### src/rtl/posit_decode_pipe.sv
// Two-stage posit operand decoder (sign/flags/magnitude, then regime/exponent/fraction split).
// Optional accepted-word counter enabled by defining POSIT_DECODE_COUNT_EN.
module posit_decode_pipe #(
   parameter int N  = 8,
   parameter int ES = 4,
   parameter int RS = $clog2(N),
   parameter int MW = N - 2,
   parameter int SW = RS + ES + 2
) (
   input  logic                 clk,
   input  logic                 reset,
   input  logic                 in_valid,
   output logic                 in_ready,
   input  logic [N-1:0]         in_posit,
   output logic                 out_valid,
   input  logic                 out_ready,
   output logic                 out_sign,
   output logic                 out_zero,
   output logic                 out_nar,
   output logic signed [RS:0]   out_k,
   output logic [ES-1:0]        out_exp,
   output logic signed [SW-1:0] out_scale,
   output logic [MW-1:0]        out_mant,
   output logic [15:0]          dec_count
);

   localparam int FW = MW - 1;
   localparam int EW = ES + FW;
   localparam logic [RS:0] ONE = (RS+1)'(1);

   logic                 s1_valid, s1_sign, s1_zero, s1_nar;
   logic [N-2:0]         s1_mag;
   logic                 s2_valid, s2_sign, s2_zero, s2_nar;
   logic signed [RS:0]   s2_k;
   logic [ES-1:0]        s2_exp;
   logic signed [SW-1:0] s2_scale;
   logic [MW-1:0]        s2_mant;

   logic s2_load, s1_advance, in_fire;

   assign s2_load    = !s2_valid || out_ready;
   assign s1_advance = s1_valid && s2_load;
   assign in_ready   = !s1_valid || s1_advance;
   assign in_fire    = in_valid && in_ready;

   // NOTE: state is updated with non-blocking assignments so every register samples pre-edge values.
   always_ff @(posedge clk) begin
      // NOTE: data registers are reset too, so out_* read as zero straight after reset.
      if (reset) begin
         s1_valid <= 1'b0;
         s1_sign  <= 1'b0;
         s1_zero  <= 1'b0;
         s1_nar   <= 1'b0;
         s1_mag   <= '0;
      end else if (in_ready) begin
         s1_valid <= in_valid;
         if (in_valid) begin
            s1_sign <= in_posit[N-1];
            s1_zero <= (in_posit == '0);
            s1_nar  <= (in_posit == {1'b1, {(N-1){1'b0}}});
            s1_mag  <= in_posit[N-1] ? (N-1)'(-in_posit) : in_posit[N-2:0];
         end
      end
   end

   logic                 lead, done;
   logic [RS:0]          run;
   logic [N-2:0]         rem;
   logic signed [RS:0]   k_c;
   logic [ES-1:0]        exp_c;
   logic [FW-1:0]        frac_c;
   logic signed [SW-1:0] scale_c;
   logic [MW-1:0]        mant_c;

   // NOTE: every variable gets a value on every path, so no latch is inferred.
   always_comb begin
      lead = s1_mag[N-2];
      run  = '0;
      done = 1'b0;
      for (int i = N - 2; i >= 0; i--) begin
         if (!done && (s1_mag[i] == lead)) run = run + ONE;
         else                              done = 1'b1;
      end
      // A run covering every bit shifts everything out, leaving exp and fraction zero.
      rem             = s1_mag << (run + ONE);
      k_c             = lead ? $signed(run - ONE) : -$signed(run);
      {exp_c, frac_c} = EW'({rem, {EW{1'b0}}} >> (N - 1));
      scale_c         = (SW'(k_c) <<< ES) + SW'($signed({1'b0, exp_c}));
      mant_c          = {1'b1, frac_c};
   end

   always_ff @(posedge clk) begin
      if (reset) begin
         s2_valid <= 1'b0;
         s2_sign  <= 1'b0;
         s2_zero  <= 1'b0;
         s2_nar   <= 1'b0;
         s2_k     <= '0;
         s2_exp   <= '0;
         s2_scale <= '0;
         s2_mant  <= '0;
      end else if (s2_load) begin
         s2_valid <= s1_valid;
         if (s1_valid) begin
            s2_sign <= s1_sign;
            s2_zero <= s1_zero;
            s2_nar  <= s1_nar;
            if (s1_zero || s1_nar) begin
               s2_k     <= '0;
               s2_exp   <= '0;
               s2_scale <= '0;
               s2_mant  <= '0;
            end else begin
               s2_k     <= k_c;
               s2_exp   <= exp_c;
               s2_scale <= scale_c;
               s2_mant  <= mant_c;
            end
         end
      end
   end

   assign out_valid = s2_valid;
   assign out_sign  = s2_sign;
   assign out_zero  = s2_zero;
   assign out_nar   = s2_nar;
   assign out_k     = s2_k;
   assign out_exp   = s2_exp;
   assign out_scale = s2_scale;
   assign out_mant  = s2_mant;

`ifdef POSIT_DECODE_COUNT_EN
   logic [15:0] count_q;

   always_ff @(posedge clk) begin
      if (reset)        count_q <= '0;
      else if (in_fire) count_q <= count_q + 16'd1;
   end

   assign dec_count = count_q;
`else
   logic unused_fire;
   assign unused_fire = in_fire;
   assign dec_count   = 16'h0000;
`endif

endmodule

### config.mk
export PLATFORM = sky130hd
export DESIGN_NAME = posit_decode_pipe
export DESIGN_NICKNAME = d
export VERILOG_FILES = /design/src/rtl/posit_decode_pipe.sv
export SDC_FILE = /design/constraint.sdc
export NUM_CORES = 1
export LEC_CHECK = 0
export CAP_MARGIN = 0
export CORE_UTILIZATION = 30
export DETAILED_ROUTE_END_ITERATION = 12
export HOLD_SLACK_MARGIN = 0.12
export PLACE_DENSITY = 0.6
export SYNTH_ARGS = -nofsm -noshare
export SYNTH_HDL_FRONTEND = slang
export SYNTH_SLANG_ARGS = --single-unit
### constraint.sdc
create_clock -name clk -period 2.9 [get_ports clk]
set_input_delay 0.58 -clock clk [delete_from_list [all_inputs] [get_ports clk]]
set_output_delay 0.58 -clock clk [all_outputs]
set_load 0.01 [all_outputs]
==> results.md <==
- Run status: complete, no violations
- CP Cell Sequence: nor4_4 > a2bb2oi_4 > or2_4 > nand2_4 > ha_1 > xor2_1 > nand2_1 > a211o_1 > a31oi_1
- Syn Inst Count: 234
- DR WL/cell: 11.73 µm
- Fin crit share: 87.98%
- Instance count on the critical path: 9
- Worst slew pin tran: approximately 0.57 ns
- Setup TNS: 0 ns
- Post-synth EDFFs: 0
- Routability Congestion: 0.8812
- Final Skew: 0.003384 ns
- Final Hold Viols: 0
- Total number of vias: 1571
- Grt total ovfl: 0
- Reg2reg path depth: 9
- Crit path capture type: flip-flop
- Worst path slowest cell: nor4_4
- Cell area power density: 456.2 nW/µm²
- Post-CTS Setup Bufs: 0
- Slew Limit Fails: 0
- 1st-iter DRT viols: 78
- Die Wd: 82.22 µm
- Max VDD drop: 0.1899 mV
- Fmax: 0.3920 GHz
- CTS tree: done
- Main synth FF type: dfxtp_1
- Sequential element share of the synthesized area: between 20 and 30%
- Area growth syn-to-layout: 16.66%
- IO buf count: 37
- Die H: just over 80 µm
- Starting Density: 31.85%
- Worst-path maximum fanout: 11
- Antenna viol nets, final: 0
- Mean number of vias per cell: 4.732
- Crit path required time: between 3 and 4 ns
- Yosys top cell area share: around 28%
- Buf/Inv on CP: 0
- CORE AREA: 6061 µm²
- Largest area contributor in the netlist: dfxtp_1
- DRC violations left: 0
- Worst setup SP type: flip-flop
- MaxCap Viol Count: 0
- Setup ws final: 0.3487 ns
- Mapped cell area: 1931 µm²
- Hpwl dp: approximately 3000 µm
- Layout Nets: 274
- Clk sink count: 27
- Slew headroom: 61.75%
- Post-CTS sizing: 0
- IO Count: 56
- Global-route wire length before repair: 6451 µm
- YS warnings: 0
- Hold depth: 2
- Skew-Pair Late Insertion Delay: ~0.27 ns
- Largest stage delay, worst path: 0.47 ns
- Core Rows: 28
- Clk root buf: clkbuf_8
- Vias in the first global route: about 1400
- Largest net degree at the start of global routing: 20
- Post-CTS Hold Buffers: 0
- Yosys reg bits: 27
- Worst Hold Class: reg -> reg
- Yosys cell types: 54
- CTS max path bufs: 2
- Total iterations of the first detailed-routing run: 4
- Htree depth: 1
- Initial antenna violation count: 0
- Ys async rst share: 0%
- Worst Path Class, Setup: reg -> reg
- Leakage: 0.8656 nW
- Crit path max-delay family: simple AND/OR/NAND/NOR gates
- RSZ-0062 raised after global routing: false
- Num CTS Buffers: 3
- DP Worst Slack: 0.3526 ns
- Number of diodes: 0
- WL final: 3895 µm
- Setup violations, final: 0
- Die ar.: 6760 µm²
- Post-Syn Area per Cell: 8.250 µm²
- Minimum clock period: about 2.6 ns
- Clock transition at path regs: 0.10 ns
- Top cells by area, synth: dfxtp_1, buf_4, nor2_1, a21oi_1, nand2_1
- WP data arrival: 2.76 ns
- Share of cells above drive strength 1: 10.12%
- Total track usage: 12.39%
[metrics by stage]
stage               hold WS (ns)  power [W]  utilization [%]  instance area, µm²  std cells
floorplan                 0.4357  0.0007392                -                1994        251
global placement          0.4470  0.0008135            36.35                2203        328
detailed placement        0.4497  0.0008160            36.35                2203        328
CTS                       0.4639   0.001039            37.16                2252        332
global route              0.4881   0.001098            37.16                2252        332
finish                    0.4626   0.001027            37.16                2252        332
[cell usage in the layout, fill, tap and decap left out, types with 4 or more instances in the layout]
cell type         n
clkdlybuf4s50_1  37
dfxtp_1          27
nor2_1           25
nand2_1          21
a21oi_1          18
conb_1           18
inv_1            10
o21ai_0           8
xor2_1            6
a211oi_1          6
buf_4             5
nand3_1           4
nand2b_1          4
mux2i_1           4
ha_1              4
[final timing paths]
| path | endpoint | slack, ns | from |
|---|---|---|---|
| max | out_scale[3] | 0.35 | s1_mag[3] |
| min | s1_sign | 0.46 | s1_sign |
| max reg2reg | out_scale[3] | 0.35 | s1_mag[3] |
| min reg2reg | s1_sign | 0.46 | s1_sign |
[area by class of cell]
cell class | count | area (µm²)
clock buffer | 3 | 41.29
clock inverter | 1 | 7.507
fill | 651 | 3809
inverter | 11 | 41.29
multi-input combinational | 173 | 1120
sequential | 27 | 540.5
tap | 75 | 93.84
timing repair buffer | 42 | 407.9
[power by group]
group | switching, W | internal [W] | leakage (nW) | total, W
logic | 0.000212 | 0.000173 | 0.623 | 0.000385
registers | 0.0000290 | 0.000394 | 0.221 | 0.000423
clock network | 0.000122 | 0.0000976 | 0.0217 | 0.000219
total | 0.000363 | 0.000664 | 0.866 | 0.00103
[sequential cells by signal, summed over array words and instances, names as in the netlist]
signal	flops
out_mant	4
s1_valid	1
s1_nar	1
s1_sign	1
out_k	3
out_sign	1
out_nar	1
s1_zero	1
out_valid	1
out_scale	2
out_zero	1
out_exp	3
s1_mag	7
[cell usage after synthesis (all sizes together), types with 2 or more instances]
library cell,count
a211oi,6
o311ai,2
nand2b,4
xnor2,4
inv,11
or2,2
or3,3
xor2,6
mux2i,4
nor4,3
ha,4
buf,36
a21oi,18
nor2,25
nor2b,3
clkbuf,4
and2,2
nand3,5
o21ai,13
dfxtp,27
nand2,22
a32oi,3
a31oi,4
o211ai,2
nand4,3
and3,2
a22oi,3
nand3b,2
[tightest hold or removal path: stages, from the launching register on]
cell	delay (ns)
dfxtp_1	0.32
nand2_1	0.05
a21oi_1	0.05
[per-layer routing]
| layer | wire length, µm | track usage [%] |
|---|---|---|
| met1 | 1948 | 16.77 |
| met2 | 1752 | 19.50 |
| met3 | 148 | 2.418 |
| met4 | 46 | 4.211 |
| met5 | 0 | 0 |
[cells by family after synthesis]
| kind of cell | after synthesis | synth area share (%) |
|---|---|---|
| adders and majority gates | 4 | 2.592 |
| and+or+nand+nor | 80 | 22.68 |
| xor gates and xnor gates | 10 | 4.926 |
| buffers and inverters | 51 | 17.30 |
| DFF | 27 | 28.00 |
| AOI/OAI and AO/OA | 56 | 21.06 |
| other | 1 | 0.1942 |
| muxes | 5 | 3.240 |
Note: power is estimated with default switching activity, not from simulation.
